### config.mk
export PLATFORM = sky130hd
export DESIGN_NAME = pipe_ctrl_hazard_flat
export DESIGN_NICKNAME = d
export VERILOG_FILES = /design/src/rtl/pipe_ctrl_hazard_pkg.sv /design/src/rtl/pipe_ctrl_hazard_if.sv /design/src/rtl/pipe_ctrl_hazard_forward_unit.sv /design/src/rtl/pipe_ctrl_hazard.sv /design/src/flat_wrapper.sv
export SDC_FILE = /design/constraint.sdc
export NUM_CORES = 1
export LEC_CHECK = 0
export ABC_CLOCK_PERIOD_IN_PS = 2400
export CELL_PAD_IN_SITES_DETAIL_PLACEMENT = 1
export CELL_PAD_IN_SITES_GLOBAL_PLACEMENT = 1
export CORE_MARGIN = 8
export CORE_UTILIZATION = 30
export DETAILED_ROUTE_END_ITERATION = 10
export PLACE_DENSITY = 0.72
export SLEW_MARGIN = 10
export SYNTH_ARGS = -nofsm -noshare
export SYNTH_HDL_FRONTEND = slang
export SYNTH_SLANG_ARGS = --single-unit
### constraint.sdc
create_clock -name clk -period 2.4 [get_ports clk]
set_clock_uncertainty 0.1 [all_clocks]
set_input_delay 0.72 -clock clk [delete_from_list [all_inputs] [get_ports clk]]
set_output_delay 0.72 -clock clk [all_outputs]
set_load 0.05 [all_outputs]
### src/rtl/pipe_ctrl_hazard_pkg.sv
// Shared types for the pipeline control / hazard block.
//   ctrl_t      : decoded control bits carried down the pipe
//   CTRL_BUBBLE : all-zero control word inserted on stall or flush
//   fwd_e       : ALU operand-source select encoding
package pipe_ctrl_pkg;

  typedef struct packed {
    logic [1:0] aluop;
    logic       alusrc;
    logic       branch;
    logic       memread;
    logic       memwrite;
    logic       memtoreg;
    logic       regwrite;
  } ctrl_t;

  localparam ctrl_t CTRL_BUBBLE = '0;

  typedef enum logic [1:0] {
    FWD_NONE = 2'b00,
    FWD_WB   = 2'b01,
    FWD_MEM  = 2'b10
  } fwd_e;

  // Unknown control bits enter the pipe as 0 so no X ever propagates.
  function automatic logic x_to_zero(input logic b);
    return (b === 1'b1);
  endfunction

endpackage

### src/rtl/pipe_ctrl_hazard_if.sv
// Bus bundle between the decode stage and the control/hazard block.
//   slave  : view taken by pipe_ctrl_hazard (id_* / ex_branch_taken in, rest out)
//   master : view taken by the surrounding core or a testbench
interface pipe_ctrl_hazard_if #(
  parameter int unsigned REG_ADDR_W = 5,
  parameter int unsigned CNT_W      = 16
);
  logic                  id_branch, id_memread, id_memtoreg, id_memwrite;
  logic                  id_alusrc, id_regwrite;
  logic [1:0]            id_aluop;
  logic [REG_ADDR_W-1:0] id_rs1, id_rs2, id_rd;
  logic                  ex_branch_taken;

  logic                  pc_write, ifid_write, ifid_flush;

  logic [1:0]            ex_aluop;
  logic                  ex_alusrc, ex_branch, ex_memread, ex_memwrite;
  logic                  ex_memtoreg, ex_regwrite;
  logic [REG_ADDR_W-1:0] ex_rs1, ex_rs2, ex_rd;

  logic                  mem_memread, mem_memwrite, mem_memtoreg, mem_regwrite;
  logic [REG_ADDR_W-1:0] mem_rd;

  logic                  wb_memtoreg, wb_regwrite;
  logic [REG_ADDR_W-1:0] wb_rd;

  logic [1:0]            forward_a, forward_b;
  logic [CNT_W-1:0]      stall_count;

  modport slave (
    input  id_branch, id_memread, id_memtoreg, id_memwrite, id_alusrc, id_regwrite,
           id_aluop, id_rs1, id_rs2, id_rd, ex_branch_taken,
    output pc_write, ifid_write, ifid_flush,
           ex_aluop, ex_alusrc, ex_branch, ex_memread, ex_memwrite, ex_memtoreg,
           ex_regwrite, ex_rs1, ex_rs2, ex_rd,
           mem_memread, mem_memwrite, mem_memtoreg, mem_regwrite, mem_rd,
           wb_memtoreg, wb_regwrite, wb_rd,
           forward_a, forward_b, stall_count
  );

  modport master (
    output id_branch, id_memread, id_memtoreg, id_memwrite, id_alusrc, id_regwrite,
           id_aluop, id_rs1, id_rs2, id_rd, ex_branch_taken,
    input  pc_write, ifid_write, ifid_flush,
           ex_aluop, ex_alusrc, ex_branch, ex_memread, ex_memwrite, ex_memtoreg,
           ex_regwrite, ex_rs1, ex_rs2, ex_rd,
           mem_memread, mem_memwrite, mem_memtoreg, mem_regwrite, mem_rd,
           wb_memtoreg, wb_regwrite, wb_rd,
           forward_a, forward_b, stall_count
  );
endinterface

### src/rtl/pipe_ctrl_hazard_forward_unit.sv
// Combinational forwarding select for the two ALU operands in EX.
//   i_mem_regwrite/i_mem_rd : writer in EX/MEM (highest priority)
//   i_wb_regwrite/i_wb_rd   : writer in MEM/WB
//   i_ex_rs1/i_ex_rs2       : source registers of the instruction in EX
//   o_forward_a/o_forward_b : FWD_MEM, FWD_WB or FWD_NONE
module forward_unit
  import pipe_ctrl_pkg::*;
#(
  parameter int unsigned REG_ADDR_W = 5
) (
  input  logic                  i_mem_regwrite,
  input  logic [REG_ADDR_W-1:0] i_mem_rd,
  input  logic                  i_wb_regwrite,
  input  logic [REG_ADDR_W-1:0] i_wb_rd,
  input  logic [REG_ADDR_W-1:0] i_ex_rs1,
  input  logic [REG_ADDR_W-1:0] i_ex_rs2,
  output fwd_e                  o_forward_a,
  output fwd_e                  o_forward_b
);

  // Newer result (MEM) wins over older (WB); x0 is never a forwarding source.
  function automatic fwd_e pick(input logic mrw, input logic [REG_ADDR_W-1:0] mrd,
                                input logic wrw, input logic [REG_ADDR_W-1:0] wrd,
                                input logic [REG_ADDR_W-1:0] rs);
    if (mrw && (mrd != '0) && (mrd == rs)) return FWD_MEM;
    if (wrw && (wrd != '0) && (wrd == rs)) return FWD_WB;
    return FWD_NONE;
  endfunction

  assign o_forward_a = pick(i_mem_regwrite, i_mem_rd, i_wb_regwrite, i_wb_rd, i_ex_rs1);
  assign o_forward_b = pick(i_mem_regwrite, i_mem_rd, i_wb_regwrite, i_wb_rd, i_ex_rs2);

endmodule

### src/rtl/pipe_ctrl_hazard.sv
// Pipeline control register chain (ID/EX -> EX/MEM -> MEM/WB) with load-use
// stall detection, taken-branch flush, operand forwarding and a saturating
// stall counter.
//   clk   : rising-edge clock
//   reset : asynchronous, active-high; clears every register
//   bus   : pipe_ctrl_hazard_if.slave carrying id_* inputs, fetch-side
//           enables, stage register contents, forwarding selects, stall_count
module pipe_ctrl_hazard
  import pipe_ctrl_pkg::*;
#(
  parameter int unsigned REG_ADDR_W = 5,
  parameter int unsigned CNT_W      = 16
) (
  input logic               clk,
  input logic               reset,
  pipe_ctrl_hazard_if.slave bus
);

  ctrl_t                 w_id_ctrl;
  logic                  w_load_use, w_branch, w_bubble, w_stall;
  fwd_e                  w_fwd_a, w_fwd_b;

  ctrl_t                 r_ex_ctrl;
  logic [REG_ADDR_W-1:0] r_ex_rs1, r_ex_rs2, r_ex_rd;
  logic                  r_mem_memread, r_mem_memwrite, r_mem_memtoreg, r_mem_regwrite;
  logic [REG_ADDR_W-1:0] r_mem_rd;
  logic                  r_wb_memtoreg, r_wb_regwrite;
  logic [REG_ADDR_W-1:0] r_wb_rd;
  logic [CNT_W-1:0]      r_stall_cnt;

  // Scrub decoded control so the pipe stays X-free.
  assign w_id_ctrl = '{
    aluop:    {x_to_zero(bus.id_aluop[1]), x_to_zero(bus.id_aluop[0])},
    alusrc:   x_to_zero(bus.id_alusrc),
    branch:   x_to_zero(bus.id_branch),
    memread:  x_to_zero(bus.id_memread),
    memwrite: x_to_zero(bus.id_memwrite),
    memtoreg: x_to_zero(bus.id_memtoreg),
    regwrite: x_to_zero(bus.id_regwrite)
  };

  // A load in EX whose destination is read by the instruction in ID.
  assign w_load_use = r_ex_ctrl.memread && (r_ex_rd != '0) &&
                      ((r_ex_rd == bus.id_rs1) || (r_ex_rd == bus.id_rs2));
  assign w_branch   = bus.ex_branch_taken;
  // Taken branch overrides a simultaneous load-use: the dependent instruction is flushed anyway.
  assign w_stall    = w_load_use && !w_branch;
  assign w_bubble   = w_load_use || w_branch;

  assign bus.pc_write   = !w_stall;
  assign bus.ifid_write = !w_stall;
  assign bus.ifid_flush = w_branch && !reset;

  // ID/EX: bubble on stall or flush, otherwise take the decoded instruction.
  always_ff @(posedge clk or posedge reset) begin
    if (reset) begin
      r_ex_ctrl <= CTRL_BUBBLE;
      r_ex_rs1  <= '0;
      r_ex_rs2  <= '0;
      r_ex_rd   <= '0;
    end else if (w_bubble) begin
      r_ex_ctrl <= CTRL_BUBBLE;
      r_ex_rs1  <= '0;
      r_ex_rs2  <= '0;
      r_ex_rd   <= '0;
    end else begin
      r_ex_ctrl <= w_id_ctrl;
      r_ex_rs1  <= bus.id_rs1;
      r_ex_rs2  <= bus.id_rs2;
      r_ex_rd   <= bus.id_rd;
    end
  end

  // EX/MEM and MEM/WB always advance, carrying only the fields later stages use.
  always_ff @(posedge clk or posedge reset) begin
    if (reset) begin
      r_mem_memread  <= 1'b0;
      r_mem_memwrite <= 1'b0;
      r_mem_memtoreg <= 1'b0;
      r_mem_regwrite <= 1'b0;
      r_mem_rd       <= '0;
      r_wb_memtoreg  <= 1'b0;
      r_wb_regwrite  <= 1'b0;
      r_wb_rd        <= '0;
    end else begin
      r_mem_memread  <= r_ex_ctrl.memread;
      r_mem_memwrite <= r_ex_ctrl.memwrite;
      r_mem_memtoreg <= r_ex_ctrl.memtoreg;
      r_mem_regwrite <= r_ex_ctrl.regwrite;
      r_mem_rd       <= r_ex_rd;
      r_wb_memtoreg  <= r_mem_memtoreg;
      r_wb_regwrite  <= r_mem_regwrite;
      r_wb_rd        <= r_mem_rd;
    end
  end

  // Saturating count of load-use stall cycles.
  always_ff @(posedge clk or posedge reset) begin
    if (reset) begin
      r_stall_cnt <= '0;
    end else if (w_stall && (r_stall_cnt != '1)) begin
      r_stall_cnt <= r_stall_cnt + CNT_W'(1);
    end
  end

  forward_unit #(.REG_ADDR_W(REG_ADDR_W)) u_fwd (
    .i_mem_regwrite (r_mem_regwrite),
    .i_mem_rd       (r_mem_rd),
    .i_wb_regwrite  (r_wb_regwrite),
    .i_wb_rd        (r_wb_rd),
    .i_ex_rs1       (r_ex_rs1),
    .i_ex_rs2       (r_ex_rs2),
    .o_forward_a    (w_fwd_a),
    .o_forward_b    (w_fwd_b)
  );

  assign bus.ex_aluop     = r_ex_ctrl.aluop;
  assign bus.ex_alusrc    = r_ex_ctrl.alusrc;
  assign bus.ex_branch    = r_ex_ctrl.branch;
  assign bus.ex_memread   = r_ex_ctrl.memread;
  assign bus.ex_memwrite  = r_ex_ctrl.memwrite;
  assign bus.ex_memtoreg  = r_ex_ctrl.memtoreg;
  assign bus.ex_regwrite  = r_ex_ctrl.regwrite;
  assign bus.ex_rs1       = r_ex_rs1;
  assign bus.ex_rs2       = r_ex_rs2;
  assign bus.ex_rd        = r_ex_rd;
  assign bus.mem_memread  = r_mem_memread;
  assign bus.mem_memwrite = r_mem_memwrite;
  assign bus.mem_memtoreg = r_mem_memtoreg;
  assign bus.mem_regwrite = r_mem_regwrite;
  assign bus.mem_rd       = r_mem_rd;
  assign bus.wb_memtoreg  = r_wb_memtoreg;
  assign bus.wb_regwrite  = r_wb_regwrite;
  assign bus.wb_rd        = r_wb_rd;
  assign bus.forward_a    = 2'(w_fwd_a);
  assign bus.forward_b    = 2'(w_fwd_b);
  assign bus.stall_count  = r_stall_cnt;

endmodule

### src/flat_wrapper.sv
// flat-port wrapper written by rule: the top's interface ports become plain ports
module pipe_ctrl_hazard_flat import pipe_ctrl_pkg::*;
#(
  parameter int unsigned REG_ADDR_W = 5,
  parameter int unsigned CNT_W      = 16
)
  (clk, reset, bus_id_branch, bus_id_memread, bus_id_memtoreg, bus_id_memwrite, bus_id_alusrc, bus_id_regwrite, bus_id_aluop, bus_id_rs1, bus_id_rs2, bus_id_rd, bus_ex_branch_taken, bus_pc_write, bus_ifid_write, bus_ifid_flush, bus_ex_aluop, bus_ex_alusrc, bus_ex_branch, bus_ex_memread, bus_ex_memwrite, bus_ex_memtoreg, bus_ex_regwrite, bus_ex_rs1, bus_ex_rs2, bus_ex_rd, bus_mem_memread, bus_mem_memwrite, bus_mem_memtoreg, bus_mem_regwrite, bus_mem_rd, bus_wb_memtoreg, bus_wb_regwrite, bus_wb_rd, bus_forward_a, bus_forward_b, bus_stall_count);
  pipe_ctrl_hazard_if #(.REG_ADDR_W(REG_ADDR_W), .CNT_W(CNT_W)) bus_i ();
  input logic clk;
  input logic reset;
  input wire logic [$bits(bus_i.id_branch)-1:0] bus_id_branch;
  input wire logic [$bits(bus_i.id_memread)-1:0] bus_id_memread;
  input wire logic [$bits(bus_i.id_memtoreg)-1:0] bus_id_memtoreg;
  input wire logic [$bits(bus_i.id_memwrite)-1:0] bus_id_memwrite;
  input wire logic [$bits(bus_i.id_alusrc)-1:0] bus_id_alusrc;
  input wire logic [$bits(bus_i.id_regwrite)-1:0] bus_id_regwrite;
  input wire logic [$bits(bus_i.id_aluop)-1:0] bus_id_aluop;
  input wire logic [$bits(bus_i.id_rs1)-1:0] bus_id_rs1;
  input wire logic [$bits(bus_i.id_rs2)-1:0] bus_id_rs2;
  input wire logic [$bits(bus_i.id_rd)-1:0] bus_id_rd;
  input wire logic [$bits(bus_i.ex_branch_taken)-1:0] bus_ex_branch_taken;
  output wire logic [$bits(bus_i.pc_write)-1:0] bus_pc_write;
  output wire logic [$bits(bus_i.ifid_write)-1:0] bus_ifid_write;
  output wire logic [$bits(bus_i.ifid_flush)-1:0] bus_ifid_flush;
  output wire logic [$bits(bus_i.ex_aluop)-1:0] bus_ex_aluop;
  output wire logic [$bits(bus_i.ex_alusrc)-1:0] bus_ex_alusrc;
  output wire logic [$bits(bus_i.ex_branch)-1:0] bus_ex_branch;
  output wire logic [$bits(bus_i.ex_memread)-1:0] bus_ex_memread;
  output wire logic [$bits(bus_i.ex_memwrite)-1:0] bus_ex_memwrite;
  output wire logic [$bits(bus_i.ex_memtoreg)-1:0] bus_ex_memtoreg;
  output wire logic [$bits(bus_i.ex_regwrite)-1:0] bus_ex_regwrite;
  output wire logic [$bits(bus_i.ex_rs1)-1:0] bus_ex_rs1;
  output wire logic [$bits(bus_i.ex_rs2)-1:0] bus_ex_rs2;
  output wire logic [$bits(bus_i.ex_rd)-1:0] bus_ex_rd;
  output wire logic [$bits(bus_i.mem_memread)-1:0] bus_mem_memread;
  output wire logic [$bits(bus_i.mem_memwrite)-1:0] bus_mem_memwrite;
  output wire logic [$bits(bus_i.mem_memtoreg)-1:0] bus_mem_memtoreg;
  output wire logic [$bits(bus_i.mem_regwrite)-1:0] bus_mem_regwrite;
  output wire logic [$bits(bus_i.mem_rd)-1:0] bus_mem_rd;
  output wire logic [$bits(bus_i.wb_memtoreg)-1:0] bus_wb_memtoreg;
  output wire logic [$bits(bus_i.wb_regwrite)-1:0] bus_wb_regwrite;
  output wire logic [$bits(bus_i.wb_rd)-1:0] bus_wb_rd;
  output wire logic [$bits(bus_i.forward_a)-1:0] bus_forward_a;
  output wire logic [$bits(bus_i.forward_b)-1:0] bus_forward_b;
  output wire logic [$bits(bus_i.stall_count)-1:0] bus_stall_count;
  assign bus_i.id_branch = bus_id_branch;
  assign bus_i.id_memread = bus_id_memread;
  assign bus_i.id_memtoreg = bus_id_memtoreg;
  assign bus_i.id_memwrite = bus_id_memwrite;
  assign bus_i.id_alusrc = bus_id_alusrc;
  assign bus_i.id_regwrite = bus_id_regwrite;
  assign bus_i.id_aluop = bus_id_aluop;
  assign bus_i.id_rs1 = bus_id_rs1;
  assign bus_i.id_rs2 = bus_id_rs2;
  assign bus_i.id_rd = bus_id_rd;
  assign bus_i.ex_branch_taken = bus_ex_branch_taken;
  assign bus_pc_write = bus_i.pc_write;
  assign bus_ifid_write = bus_i.ifid_write;
  assign bus_ifid_flush = bus_i.ifid_flush;
  assign bus_ex_aluop = bus_i.ex_aluop;
  assign bus_ex_alusrc = bus_i.ex_alusrc;
  assign bus_ex_branch = bus_i.ex_branch;
  assign bus_ex_memread = bus_i.ex_memread;
  assign bus_ex_memwrite = bus_i.ex_memwrite;
  assign bus_ex_memtoreg = bus_i.ex_memtoreg;
  assign bus_ex_regwrite = bus_i.ex_regwrite;
  assign bus_ex_rs1 = bus_i.ex_rs1;
  assign bus_ex_rs2 = bus_i.ex_rs2;
  assign bus_ex_rd = bus_i.ex_rd;
  assign bus_mem_memread = bus_i.mem_memread;
  assign bus_mem_memwrite = bus_i.mem_memwrite;
  assign bus_mem_memtoreg = bus_i.mem_memtoreg;
  assign bus_mem_regwrite = bus_i.mem_regwrite;
  assign bus_mem_rd = bus_i.mem_rd;
  assign bus_wb_memtoreg = bus_i.wb_memtoreg;
  assign bus_wb_regwrite = bus_i.wb_regwrite;
  assign bus_wb_rd = bus_i.wb_rd;
  assign bus_forward_a = bus_i.forward_a;
  assign bus_forward_b = bus_i.forward_b;
  assign bus_stall_count = bus_i.stall_count;
  pipe_ctrl_hazard #(.REG_ADDR_W(REG_ADDR_W), .CNT_W(CNT_W)) u_core (.clk(clk), .reset(reset), .bus(bus_i));
endmodule
==> results.md, run 1 <==
- The global-route usage over all layers is 13.2%.
- The number of detailed-route iterations in the first pass is 2.
- The leakage power of the design is between 0.0015 and 0.002 µW.
- The required time at the worst-slack endpoint is between 1500 and 2000 ps.
- For this design the top-level I/O count stands at 88.
- The number of instances on the worst hold path is 0.
- The maximum clock rate is approximately 350 MHz.
- A synthesized cell averages around 12 µm².
- The worst setup path is launched from a flip-flop.
- TritonCTS built the clock tree.
- Max-cap violations in this run came to 0.
- Once routing completed, OpenROAD measured the worst setup slack at -417 ps.
- The biggest area contributor in the post-synthesis netlist is sky130_fd_sc_hd__dfrtp_1.
- The number of library cell types mapped by synthesis is 26.
- Summing all multi-input logic gate instances after layout gives approximately 0.0011 mm².
- The synthesized-area fraction occupied by ao, oa, aoi and oai cells is under 10%.
- The buffer type at the clock tree root is sky130_fd_sc_hd__clkbuf_8.
- After synthesis, flip-flops and latches occupy 59.2% of the total area.
- In the layout the commonest cells are 68 x sky130_fd_sc_hd__buf_4, 34 x sky130_fd_sc_hd__dfrtp_1, 28 x sky130_fd_sc_hd__clkdlybuf4s50_1.
- In the final layout, the share of cells above drive strength 1 is a little under half.
- The post-synthesis to final-layout area growth is 62.1%.
- The adder and majority gate portion of the synthesized area is 0.538%.
- At the later pin of the worst-skew pair, clock insertion delay measures ~300 ps.
- After Yosys synthesis, XOR and XNOR cells account for 16.9% of the synthesized area.
- After routing the design area is approximately 0.0038 mm².
- The via count of the first global-routing pass is about 2100.
- For the final routed database, the setup TNS stands at -2080 ps.
- The wire length of the first global-routing pass is 11500 µm.
- During placement, the flow inserted port buffers numbering 87.
- In the final routed layout, each cell accounts on average for about 17 µm.
- The largest net degree at the start of global routing is 56.
- Routability-driven placement finished with a final weighted congestion of approximately 0.75.
- The number of placed instances, taps included, is 402.
- The arrival time at the worst endpoint is about 2000 ps.
- Yosys printed 0 warnings.
- The post-detailed-route DRC marker count is 0.
- The flow ran to the end, but the final reports show violations.
- Of the total synthesized cell area, the portion taken by AND, OR, NAND and NOR gates is around 18%.
- The routed layout has approximately 1900 vias.
- The post-detailed-routing wire length is approximately 7000 µm.
- The count of non-filler cells in the finished layout is about 420.
- The share of Yosys cell area claimed by the top area cell type is 59.2%.
- Fill cells in the final layout number 830.
- Setup repair after global routing could not meet its margin everywhere.
- The H-tree was split into 2 levels.
- The area occupied by registers is roughly 0.0014 mm².
- The critical path is of the reg2out type.
- The initial utilization of the core area, before any placement, comes to a little under a third.
- Counting I/O delays and the setup requirement, the final critical path takes approximately 2800 ps.
- Once detail routing completed, the nets flagged for antenna violations numbered 0.
- The total nets after synthesis is approximately 220.
- In this run the power density over the cells is approximately 570 mW/mm².
- The checks that failed: setup timing.
- The count of final max-slew check failures is 0.
- In this run the cell area of the synthesized design comes to about 0.0023 mm².
- Multiplexer cells account for less than 1% of the synthesized area.
- The die covers around 0.011 mm².
- For this block, the initial DRC count from the detailed router was 35.
- Setup violations remaining at the end of the flow were counted as 6.
- The synthesized design contains 55 register bits.
- The clock buffer count from CTS is 5.
- Dividing the final minimum period by the clock period gives 117%.
- The highest net fanout along the worst path is 2.
- The max-slew headroom at the worst pin is between 50% and 60%.
- Summing all placed instances gives a cell area of 0.00353 mm².
- The floorplan step defined a core boundary enclosing about 0.0076 mm².
- The antenna diode instance count is 0.
- The number of antenna violations at the first check in global routing was 0.
- For the pin with the worst max-slew slack, the measured transition is between 600 and 700 ps.
- The maximum root-to-sink buffer count is 2.
- In this run the worst hold path is classified as reg2reg.
- The via density per instance is 4.48.
- The number of hold-slack violations in the final timing report is 0.
- The maximum vdd ir drop is about 0.00060 V.
- The horizontal extent of the die is around 100 µm.
- The count of standard-cell rows is 32.
- By area, the combinational part of the netlist is dominated by simple AND/OR/NAND/NOR gates.
- By area the synthesized netlist is led by sky130_fd_sc_hd__dfrtp_1 59%, sky130_fd_sc_hd__xor2_1 11%, sky130_fd_sc_hd__xnor2_1 6.4%.
- The worst reg-to-reg path cell count is 7.
- The clock edge transition at the registers on the reported setup and hold paths is roughly 100 ps.
- The type of destination of the critical path is a primary output.
- The most common cell after layout, fill and taps aside is sky130_fd_sc_hd__buf_4.
- Once detailed placement completed, the half-perimeter wirelength came to 5430 µm.
- For this run the aggregate overflow at the end of global routing stands at 0.
- The die is approximately 100 µm tall.
- The clock sink total is 55.
- The number of nets in the layout is 340.
- Synthesis produced a netlist whose cell count is between 150 and 200.
==> area by class of cell <==
| type | count | share of cell area [%] |
|---|---|---|
| clock inverters | 2 | 0.996 |
| inverters | 4 | 0.398 |
| well taps | 102 | 3.39 |
| flip-flops and latches | 55 | 37.2 |
| repair buffers | 120 | 27.8 |
| clock buffers | 6 | 1.92 |
| multi-input cells | 127 | 28.3 |
==> what timing repair did <==
item / in CTS / in global routing
gates cloned: 0 / 0
buffers inserted: 5 / 2
resized for setup: 65 / 5
pin swaps: 14 / 7
hold buffers: 0 / 0
endpoints found under the setup margin: 11 / 6
==> logic make-up (layout without fill, tap and decap cells) <==
family	Yosys count	count (layout)
AO/OA/AOI/OAI	6	6
XOR/XNOR	45	45
adder cells (fa/ha/maj)	1	1
buffers and inverters	8	132
flip-flops	55	55
multiplexers	1	1
AND/OR/NAND/NOR	74	74
==> critical path: stages, from the launching register on <==
cell and delay, ps:
sky130_fd_sc_hd__dfrtp_2 410, sky130_fd_sc_hd__or4_4 550, sky130_fd_sc_hd__o21ai_4 200, sky130_fd_sc_hd__buf_6 120, sky130_fd_sc_hd__nor4_4 40, sky130_fd_sc_hd__nor4_4 190, sky130_fd_sc_hd__buf_12 180
==> routing by layer <==
layer | share of wire (%) | vias up | track usage (%)
met1 | 39 | 939 | 14.8
met5 | 0 | - | 0
li1 | - | 871 | -
met2 | 54 | 50 | 22.9
met3 | 6.2 | 2 | 4.71
met4 | 0.60 | 0 | 3.93
==> metrics by stage <==
stage                     utilization, %  worst slack [ps]  hold WS (ps)  total power (µW)
after floorplan                        -              -404           510              1330
after global placement              46.4              -710           259              1530
after detailed placement            46.4              -755           270              1550
after CTS                           49.1              -472           296              2170
after global routing                49.6              -518           301              2250
final                               49.6              -417           291              2150
==> worst paths after layout <==
path | startpoint | endpoint | slack (ps)
min in group asynchronous | reset | u_core.bus.stall_count[9] | 890
worst min-delay path | u_core.bus.mem_memtoreg | u_core.bus.wb_memtoreg | 290
worst max register to register | u_core.bus.stall_count[0] | u_core.bus.stall_count[1] | 180
worst max-delay path | u_core.bus.mem_rd[2] | bus_forward_a[0] | -420
max in group asynchronous | reset | u_core.bus.ex_rd[2] | 1060
worst min register to register | u_core.bus.mem_memtoreg | u_core.bus.wb_memtoreg | 290
==> registers in the layout (all words and copies together) (netlist names), 2 cells and up <==
register / cells
u_core.bus.ex_rs2: 5
u_core.bus.ex_rs1: 5
u_core.bus.mem_rd: 5
u_core.bus.wb_rd: 5
u_core.bus.ex_rd: 5
u_core.bus.stall_count: 16
u_core.bus.ex_aluop: 2
==> synthesized netlist by cell type (all sizes together) <==
library cell,instances
a2111oi,1
a22oi,1
and2,23
and3,3
buf,3
clkbuf,1
dfrtp,55
ha,1
inv,4
mux2,1
nand2,7
nand3,11
nand4,4
nor2,9
nor2b,1
nor3,5
nor4,5
o21ai,4
or3,1
or4,5
xnor2,17
xor2,28
==> power breakdown <==
part	internal [µW]	switching (µW)
registers	975	51.8
logic	202	311
clock network	312	297
(Power assumes the default switching activity.)
==> run 2: changes to the inputs <==
--- a/config.mk
+++ b/config.mk
@@ -5,7 +5,7 @@
 export SDC_FILE = /design/constraint.sdc
 export NUM_CORES = 1
 export LEC_CHECK = 0
-export ABC_CLOCK_PERIOD_IN_PS = 2400
+export ABC_CLOCK_PERIOD_IN_PS = 2300
 export CELL_PAD_IN_SITES_DETAIL_PLACEMENT = 1
 export CELL_PAD_IN_SITES_GLOBAL_PLACEMENT = 1
 export CORE_MARGIN = 8
==> constraint.sdc (replaced) <==
create_clock -name clk -period 2.3 [get_ports clk]
set_clock_uncertainty 0.1 [all_clocks]
set_input_delay 0.69 -clock clk [delete_from_list [all_inputs] [get_ports clk]]
set_output_delay 0.69 -clock clk [all_outputs]
set_load 0.05 [all_outputs]
==> results.md, run 2 (synthesis gave the netlist of run 1 again) <==
- The ratio of cells with drive above 1 in the final layout is 50.8% (+4.6 points).
- The clock sink total was 55 (unchanged).
- The number of detailed-route iterations in the first pass came to 4 (+2).
- The CTS tree is done.
- Setup repair after global routing could not meet its margin everywhere.
- The count of final max-slew check failures was 0 (unchanged).
- The post-detailed-route DRC marker count came to 0 (unchanged).
- The clock latency on the worst-skew pair is 300 ps (about the same).
- The slew at the pin with the worst max-slew slack was 671 ps (+23.3 ps).
- The initial core utilization is 30.6% (unchanged).
- The average wire per standard cell came to 15.8 µm (-5.7%).
- Dividing the final minimum period by the clock period gives 119%.
- The via density per instance is 4.37 (-2.4%).
- The number of H-tree branching levels is 2 (unchanged).
- The final critical delay including setup and external delays is 2750 ps.
- The die height is 104 µm (unchanged).
- The worst setup path is captured at a primary output.
- The total power divided by cell area is 615 mW/mm² (+8.0%).
- The critical path launch point type is a flip-flop.
- The number of max-capacitance violations reported is 0 (unchanged).
- The number of antenna violations at the first check in global routing was 0 (unchanged).
- The leakage power of the design came to 0.00184 µW (+5.4%).
- The flip-flop count of the largest register, all copies and words added is 16 (unchanged).
- The clock edge transition at the registers on the reported setup and hold paths is 90 ps (about the same).
- The final worst hold slack is 287 ps (-4.36 ps).
- The pre-CTS setup slack is -782 ps (-26.7 ps).
- The maximum root-to-sink buffer count was 2 (unchanged).
- The flow ran to the end, but the final reports show violations.
- The wire length of the first global-routing pass is 11300 µm (-2.1%).
- The horizontal extent of the die is 104 µm (unchanged).
- The final RePlAce weighted congestion is 0.760 (+1.8%).
- The count of standard-cell rows is 32 (unchanged).
- The worst-case setup margin in the final layout came to -445 ps (-28.4 ps).
- The maximum vdd ir drop is 0.000405 V (-33%).
- The antenna diode instance count was 0 (unchanged).
- The number of input and output port buffers inserted is 87 (unchanged).
- The detailed placer's ending HPWL is 5210 µm (-3.9%).
- The worst hold path class is reg2reg.
- The max-slew headroom at the worst pin was 54.9% (-1.6 points).
- The highest net fanout along the worst path is 3 (+1).
- The number of nets in the layout came to 345 (+1.5%).
- The total die area is 0.0108 mm² (unchanged).
- The post-route antenna net violation count came to 0 (unchanged).
- For this run, the top clock speed supported by timing is between 300 and 400 MHz.
- The clock buffer count from CTS is 5 (unchanged).
- The required time at the worst-slack endpoint was 1510 ps (-70 ps).
- From synthesis to final layout, the design area changed by 65.4%.
- The arrival time at the worst endpoint is 1960 ps (-40 ps).
- The checks that failed: setup timing.
- Leaving out fill and tap cells, the most frequent cells in the layout are 81 x sky130_fd_sc_hd__buf_4, 33 x sky130_fd_sc_hd__dfrtp_1, 26 x sky130_fd_sc_hd__xor2_1.
- The aggregate global routing overflow is 0 (unchanged).
- The number of top-level pins is 88 (unchanged).
- The reg-to-reg setup timing slack is 150 ps (-30 ps).
- The total via count after detailed routing is 1840 (-1.2%).
- The post-detailed-routing wire length is 6660 µm (-4.6%).
- The largest net degree at the start of global routing is 56 (unchanged).
- The starting DRC count in detailed routing is 43 (+23%).
- Leaving out fill and tap cells, the most frequent cell in the layout is sky130_fd_sc_hd__buf_4.
- The type of the setup path with the least slack is reg2out.
- The tree is rooted in a sky130_fd_sc_hd__clkbuf_8.
- The global-route usage over all layers is 12.8% (-0.40 points).
- The placeable core region is 0.00761 mm² (unchanged).
- The setup violation total in the final timing report is 6 (unchanged).
- The number of hold-slack violations in the final timing report was 0 (unchanged).
- The via count of the first global-routing pass is 2130 (unchanged).
-- run 2: final timing paths --
| check | from | end | depth (start not counted) |
|---|---|---|---|
| min in group asynchronous | reset | u_core.bus.stall_count[13] | 4 |
| setup reg to reg | u_core.bus.ex_rd[3] | u_core.bus.stall_count[1] | 8 |
| setup / recovery | u_core.bus.wb_rd[2] | bus_forward_b[0] | 4 |
| hold reg to reg | u_core.bus.ex_memwrite | u_core.bus.mem_memwrite | 0 |
| max in group asynchronous | reset | u_core.bus.ex_rd[3] | 4 |
| hold / removal | u_core.bus.ex_memwrite | u_core.bus.mem_memwrite | 0 |
-- run 2: final cells by class --
| type | count | area (µm²) |
|---|---|---|
| Clock buffer | 6 | 72.6 |
| Clock inverter | 2 | 60.1 |
| Fill cell | 829 | 3760 |
| Inverter | 4 | 15.0 |
| Multi-Input combinational cell | 127 | 1070 |
| Sequential cell | 55 | 1400 |
| Tap cell | 102 | 128 |
| Timing Repair Buffer | 125 | 1100 |
-- run 2: stage by stage --
step	cells	power, µW	instance area [µm²]	util [%]	setup TNS [ps]
6_report	421	2370	3850	50.6	-1960
5_1_grt	421	2470	3850	50.6	-2320
4_1_cts	420	2400	3810	50.1	-2130
3_5_place_dp	406	1620	3540	46.5	-12960
3_3_place_gp	406	1610	3540	46.5	-11380
2_1_floorplan	190	1390	2430	-	-1550
-- run 2: critical path, cell delays in order (launching register included) --
cell,delay [ps]
sky130_fd_sc_hd__dfrtp_2,430
sky130_fd_sc_hd__xor2_1,160
sky130_fd_sc_hd__or4_4,550
sky130_fd_sc_hd__nor4_4,330
sky130_fd_sc_hd__buf_12,180
-- run 2: metal layers --
layer | routed length [µm] | global-route usage [%]
met3 | 458 | 4.71
met2 | 3500 | 22.7
met1 | 2640 | 14.0
met5 | 0 | 0
met4 | 59 | 3.41
-- run 2: repair_timing --
action,CTS,global route
gates resized for setup,61,11
endpoints found under the hold margin,0,0
hold buffers,0,0
setup endpoints to repair,23,10
pin swaps,16,12
setup buffers,6,1
-- run 2: report_power, final --
part           total, µW  internal, µW  switching, µW
logic                561           228            333
registers           1060          1020           44.7
clock network        743           435            308
total               2370          1680            686
